--- config.mk ---
export PLATFORM = sky130hd
export DESIGN_NAME = rcc_scan_inc_stat
export DESIGN_NICKNAME = d
export VERILOG_FILES = /design/src/rtl/rcc_scan_pkg.sv /design/src/rtl/rcc_scan_sync.sv /design/src/rtl/rcc_scan_inc_stat.sv
export SDC_FILE = /design/constraint.sdc
export NUM_CORES = 1
export LEC_CHECK = 0
export CORE_MARGIN = 1
export CORE_UTILIZATION = 57
export DETAILED_ROUTE_END_ITERATION = 8
export PLACE_DENSITY = 0.85
export SYNTH_ARGS = -nofsm -noshare
export SYNTH_HDL_FRONTEND = slang
export SYNTH_HIERARCHICAL = 1
export SYNTH_SLANG_ARGS = --single-unit
--- constraint.sdc ---
create_clock -name clk -period 6.16 [get_ports clk]
set_input_delay 0.616 -clock clk [delete_from_list [all_inputs] [get_ports clk]]
set_output_delay 0.616 -clock clk [all_outputs]
set_load 0.03 [all_outputs]
--- src/rtl/rcc_scan_pkg.sv ---
// Shared constants and register-map helpers for the RCC scan-inc status block.
// Word indices are derived from the channel count so that every instance shares one map layout.
package rcc_scan_pkg;

    function automatic int nword(input int nch, input int dw);
        return (nch + dw - 1) / dw;
    endfunction

    function automatic int stat_base();
        return 0;
    endfunction

    function automatic int mask_base(input int nw);
        return nw;
    endfunction

    function automatic int cnt_idx(input int nw);
        return 2 * nw;
    endfunction

    // vcore channel set: qspi sits at the top, pll_src_clk at bit 0.
    localparam int VCORE_NCH      = 30;
    localparam int CH_QSPI        = 29;
    localparam int CH_PLL_SRC_CLK = 0;

endpackage

--- src/rtl/rcc_scan_sync.sv ---
// Per-channel synchroniser chain followed by an edge register.
// A rise is reported for one cycle when the synchronised level goes 0 -> 1.
module rcc_scan_sync
    import rcc_scan_pkg::*;
#(
    parameter int NCH         = 30,
    parameter int SYNC_STAGES = 2
) (
    input  logic           clk,
    input  logic           rst_n,
    input  logic [NCH-1:0] din,
    output logic [NCH-1:0] rise
);

    logic [NCH-1:0] sync_q [SYNC_STAGES];
    logic [NCH-1:0] prev_q;

    always_ff @(posedge clk or negedge rst_n) begin
        if (!rst_n) begin
            for (int s = 0; s < SYNC_STAGES; s++) sync_q[s] <= '0;
            prev_q <= '0;
        end else begin
            sync_q[0] <= din;
            for (int s = 1; s < SYNC_STAGES; s++) sync_q[s] <= sync_q[s-1];
            prev_q <= sync_q[SYNC_STAGES-1];
        end
    end

    // prev_q resets low, so a level already high out of reset still produces one rise.
    assign rise = sync_q[SYNC_STAGES-1] & ~prev_q;

endmodule

--- src/rtl/rcc_scan_inc_stat.sv ---
// Scan-inc status block: sticky W1C status, per-channel mask, saturating event counter
// and a registered read path that ORs the selected word into the upstream RCC read data.
module rcc_scan_inc_stat
    import rcc_scan_pkg::*;
#(
    parameter int DW          = 32,
    parameter int NCH         = 30,
    parameter int SYNC_STAGES = 2,
    parameter int CW          = 16,
    parameter int IW          = 4
) (
    input  logic           clk,
    input  logic           rst_n,
    input  logic [NCH-1:0] scan_inc,
    input  logic [IW-1:0]  reg_idx,
    input  logic           rd_en,
    input  logic           wr_en,
    input  logic [DW-1:0]  wr_data,
    input  logic [DW-1:0]  mdata,
    output logic [DW-1:0]  wdata,
    output logic           rd_vld,
    output logic           irq
);

    localparam int              NWORD    = nword(NCH, DW);
    localparam int              PW       = NWORD * DW;
    localparam logic [PW-1:0]   CH_VALID = PW'({NCH{1'b1}});
    localparam logic [CW-1:0]   CNT_MAX  = '1;

    logic [NCH-1:0]   rise;
    logic [PW-1:0]    stat, stat_next;
    logic [PW-1:0]    mask, mask_next, mask_wr_val;
    logic [PW-1:0]    w1c;
    logic [NWORD-1:0] stat_wr, mask_wr;
    logic             cnt_clr, cnt_inc;
    logic [CW-1:0]    cnt, cnt_next;
    logic [DW-1:0]    rd_word, rd_q;

    rcc_scan_sync #(
        .NCH         (NCH),
        .SYNC_STAGES (SYNC_STAGES)
    ) u_sync (
        .clk   (clk),
        .rst_n (rst_n),
        .din   (scan_inc),
        .rise  (rise)
    );

    for (genvar k = 0; k < NWORD; k++) begin : g_word
        assign stat_wr[k] = wr_en && (reg_idx == IW'(stat_base() + k));
        assign mask_wr[k] = wr_en && (reg_idx == IW'(mask_base(NWORD) + k));
        assign w1c[k*DW +: DW]         = stat_wr[k] ? wr_data : '0;
        assign mask_wr_val[k*DW +: DW] = mask_wr[k] ? wr_data : mask[k*DW +: DW];
    end

    // Bits above NCH are held at zero so the last word reads back clean.
    assign stat_next = ((stat & ~w1c) | PW'(rise)) & CH_VALID;
    assign mask_next = mask_wr_val & CH_VALID;

    assign cnt_clr = wr_en && (reg_idx == IW'(cnt_idx(NWORD)));
    assign cnt_inc = |(PW'(rise) & mask);

    // Clear first, then count: a clear coinciding with an event leaves cnt at 1.
    always_comb begin
        cnt_next = cnt_clr ? '0 : cnt;
        if (cnt_inc && (cnt_next != CNT_MAX)) cnt_next = cnt_next + CW'(1);
    end

    always_comb begin
        rd_word = '0;
        for (int k = 0; k < NWORD; k++) begin
            if (reg_idx == IW'(stat_base() + k))      rd_word = stat[k*DW +: DW];
            if (reg_idx == IW'(mask_base(NWORD) + k)) rd_word = mask[k*DW +: DW];
        end
        if (reg_idx == IW'(cnt_idx(NWORD))) rd_word = DW'(cnt);
    end

    // Read handshake: rd_en in cycle t (no backpressure) -> rd_vld=1 and wdata carries the
    // pre-write word in cycle t+1; rd_vld is 0 in every cycle not following a read strobe.
    always_ff @(posedge clk or negedge rst_n) begin
        if (!rst_n) begin
            stat   <= '0;
            mask   <= '0;
            cnt    <= '0;
            irq    <= 1'b0;
            rd_q   <= '0;
            rd_vld <= 1'b0;
        end else begin
            stat   <= stat_next;
            mask   <= mask_next;
            cnt    <= cnt_next;
            irq    <= |(stat_next & mask_next);
            rd_vld <= rd_en;
            if (rd_en) rd_q <= rd_word;
        end
    end

    assign wdata = rd_vld ? (mdata | rd_q) : mdata;

endmodule

==> flow_summary.yaml <==
outcome:
  status: "finished with violations"
  violations: "design-rule violations"
routing:
  vias_per_cell: 5.92
  postRouteAntennaNets: 0
  routed_wl_mm: 18.1
  drt-initial-drc-count: 563
  drt_pass1_iterations: 9
  drc: 3
  vias: 5468
  routed_wire_length_per_instance_um: 19.6
clock_network:
  cts-root-buf: "clkbuf_16"
  cts_tree: "done"
  cts.sinks: 198
  clk_pin_slew_ps: 70
  cts_setup_buffers: 0
  htreeDepth: 4
  cts.path.max_buffers: 2
  cts_buffers: 17
  hold_buffers: 0
  clock_latency_ps: 440
  post_cts_resized: 0
timing:
  hold_violations: 0
  finalCriticalPeriod_ps: 3520
  tightest_slew_ps: 939
  max-slew-margin-rel_pct: 37.4
  setup_viol: 0
  period_share_pct: 57.2
  finalMaxSlewViolations: 0
  fin_tns_setup_ps: 0
  fmax_mhz: 284
  fin_worst_skew_ps: 8.36
  rsz0062_at_grt: "false"
  fin_ws_ps: 2640
synth:
  synth_fp_nets: 716
  synthFlopType: "dfrtp_1"
  async_flop_share_pct: 100
  ys_top_cells_by_area: "dfrtp_1, nor2b_4, mux2_2, a22oi_1, a21o_1"
  synthCells: 613
  synth_area_mm2: 0.00789
  ys_seq_area_share_pct: 62.8
  yosysWarnings: 6
  synth-seq-cells: 198
  syn_area_per_cell_um2: 12.9
  ys_types: 40
  synth_edf_count: 0
  synth_top_area_share_pct: 62.8
  yosysTopAreaCell: "dfrtp_1"
floorplanning:
  coreArea_mm2: 0.0133
  ios: 136
  die_h_um: 120
  rows: 42
  die_x_um: 120
  start_util_pct: 59.1
  dieArea_mm2: 0.0143
critical_path:
  worstPathArrival_ps: 3850
  r2r_slack_ps: 3560
  end_kind: "flip-flop"
  max_stage_delay_ps: 540
  cp_slowest_cell: "clkdlybuf4s50_1"
  worstPathCellList: "clkdlybuf4s50_1 -> nor4b_4 -> buf_4 -> nand2_1 -> and2_1 -> ha_1 -> nand3_1 -> a211oi_1 -> and4_1 -> nor2_1 -> mux2_2"
  worstPathMaxFanout: 27
  crit_path_start_kind: "input port"
  required_ps: 6490
  critPathKind: "in2reg"
global_routing:
  overflow: 0
  grtUsageTotal_pct: 26.8
  antenna_found_initial: 0
  grt_max_degree: 123
  grt_pass1_vias: 5424
  grt_pass1_wl_mm: 28.6
pwr:
  combPwrFrac_pct: 14.3
  intPower_mw: 2.28
  p_leak_nw: 4.42
  p_sw_share_pct: 25.9
  switchingPower_uw: 797
  power_mw: 3.08
  seqPwrFrac_pct: 49.8
  p_clk_share_pct: 35.9
  ir_drop_mv: 0.306
  power.density_mw_per_mm2: 310
placement:
  dp_cells: 893
  postPlaceCellArea_mm2: 0.00934
  place_ws_ps: 2240
  gp_congestion: 0.899
  io_buffers: 129
  dpl.hpwl_mm: 12.3
final_layout:
  regArea_mm2: 0.00495
  finalNonFillerCells: 924
  fin_area_mm2: 0.00993
  areaGrowthSynthToFinish_pct: 25.9
  final_cell_mix: "dfrtp_1, clkdlybuf4s50_1, a22oi_1"
  layout.nets: 839
  drive_gt1_share_pct: 17.9
  final_common_cell: "dfrtp_1"
  diodes: 0
  fillers: 848
  multi_input_area_mm2: 0.00271
job:
  cap_violations: 0
worst_hold_path:
  hp-class: "in2async"
==> logic make-up after synthesis <==
| group | after synthesis | share of synthesized area, % |
|---|---|---|
| AOI/OAI and AO/OA | 162 | 14.3 |
| xor gates and xnor gates | 12 | 1.33 |
| adders and majority gates | 1 | 0.159 |
| buffers and inverters | 60 | 2.97 |
| DFF | 198 | 62.8 |
| muxes | 34 | 4.81 |
| and+or+nand+nor | 146 | 13.6 |
==> path summary, 6_finish.rpt <==
kind	startpoint	endpoint	depth (start not counted)
worst min-delay path	rst_n	u_sync/prev_q[15]$_DFF_PN0_	1
worst max-delay path	reg_idx[3]	cnt[1]$_DFF_PN0_	11
min in group clk	u_sync/sync_q[46]$_DFF_PN0_	u_sync/sync_q[16]$_DFF_PN0_	0
worst max register to register	cnt[1]$_DFF_PN0_	cnt[7]$_DFF_PN0_	8
max in group asynchronous	rst_n	u_sync/sync_q[57]$_DFF_PN0_	2
worst min register to register	u_sync/sync_q[46]$_DFF_PN0_	u_sync/sync_q[16]$_DFF_PN0_	0
==> Yosys cell counts, types with 2 or more instances <==
master and n:
dfrtp_1 198, a22oi_1 43, a21oi_1 38, mux2_2 31
nor2_1 31, a21o_1 30, nor2b_4 30, or2_2 29
a31oi_1 28, inv_1 28, clkbuf_1 27, a222oi_1 16
nand2_1 16, nand4_1 8, xnor2_1 8, nand3_1 7
nor3_1 4, xor2_1 4, a21boi_0 3, and4_1 3
mux2i_1 3, nor4_1 3, and2_1 2, and3_1 2
buf_1 2, buf_4 2, nand2b_1 2, nor4_2 2
nor4b_2 2
==> power by group through the flow <==
stage | Sequential [mW] | Combinational (mW) | Clock, mW
after detailed placement | 1.55 | 0.434 | 0
final | 1.53 | 0.440 | 1.10
after global routing | 1.55 | 0.474 | 1.17
after CTS | 1.53 | 0.439 | 1.12
after global placement | 1.54 | 0.418 | 0
after floorplan | 1.51 | 0.260 | 0
==> through the flow <==
stage          hold WS [ps]  utilization, %
6_report                334            74.4
5_1_grt                 354            74.4
4_1_cts                 345            74.4
3_5_place_dp            335            69.9
3_3_place_gp            331            69.9
2_1_floorplan           320               -
==> registers in the layout, summed over array words and instances (netlist names) <==
register and flops:
rd_vld 1, cnt 16, u_sync/prev_q 30, irq 1, stat 30, mask 30
u_sync/sync_q 60, rd_q 30
==> critical path: cells and delay by family <==
| family | cells | cell delay [ps] |
|---|---|---|
| simple gates | 6 | 1670 |
| buf+inv | 2 | 870 |
| mux | 1 | 370 |
| fa+ha+maj | 1 | 210 |
| compound gates | 1 | 90 |
==> layout make-up <==
cell class | count | share of cell area [%]
clock buffers | 21 | 4.74
repair buffers | 136 | 13.5
flip-flops and latches | 198 | 49.9
well taps | 176 | 2.22
multi-input cells | 355 | 27.3
inverters | 28 | 1.06
clock inverters | 10 | 1.21
==> metal layers <==
layer / wire, um / share of wire, % / track usage, %
met1: 7500 / 41 / 37.1
met2: 8570 / 47 / 41.4
met3: 1580 / 8.7 / 5.61
met4: 487 / 2.7 / 11.8
met5: 0 / 0 / 0
No activity file was read; power rests on OpenSTA's default activity.
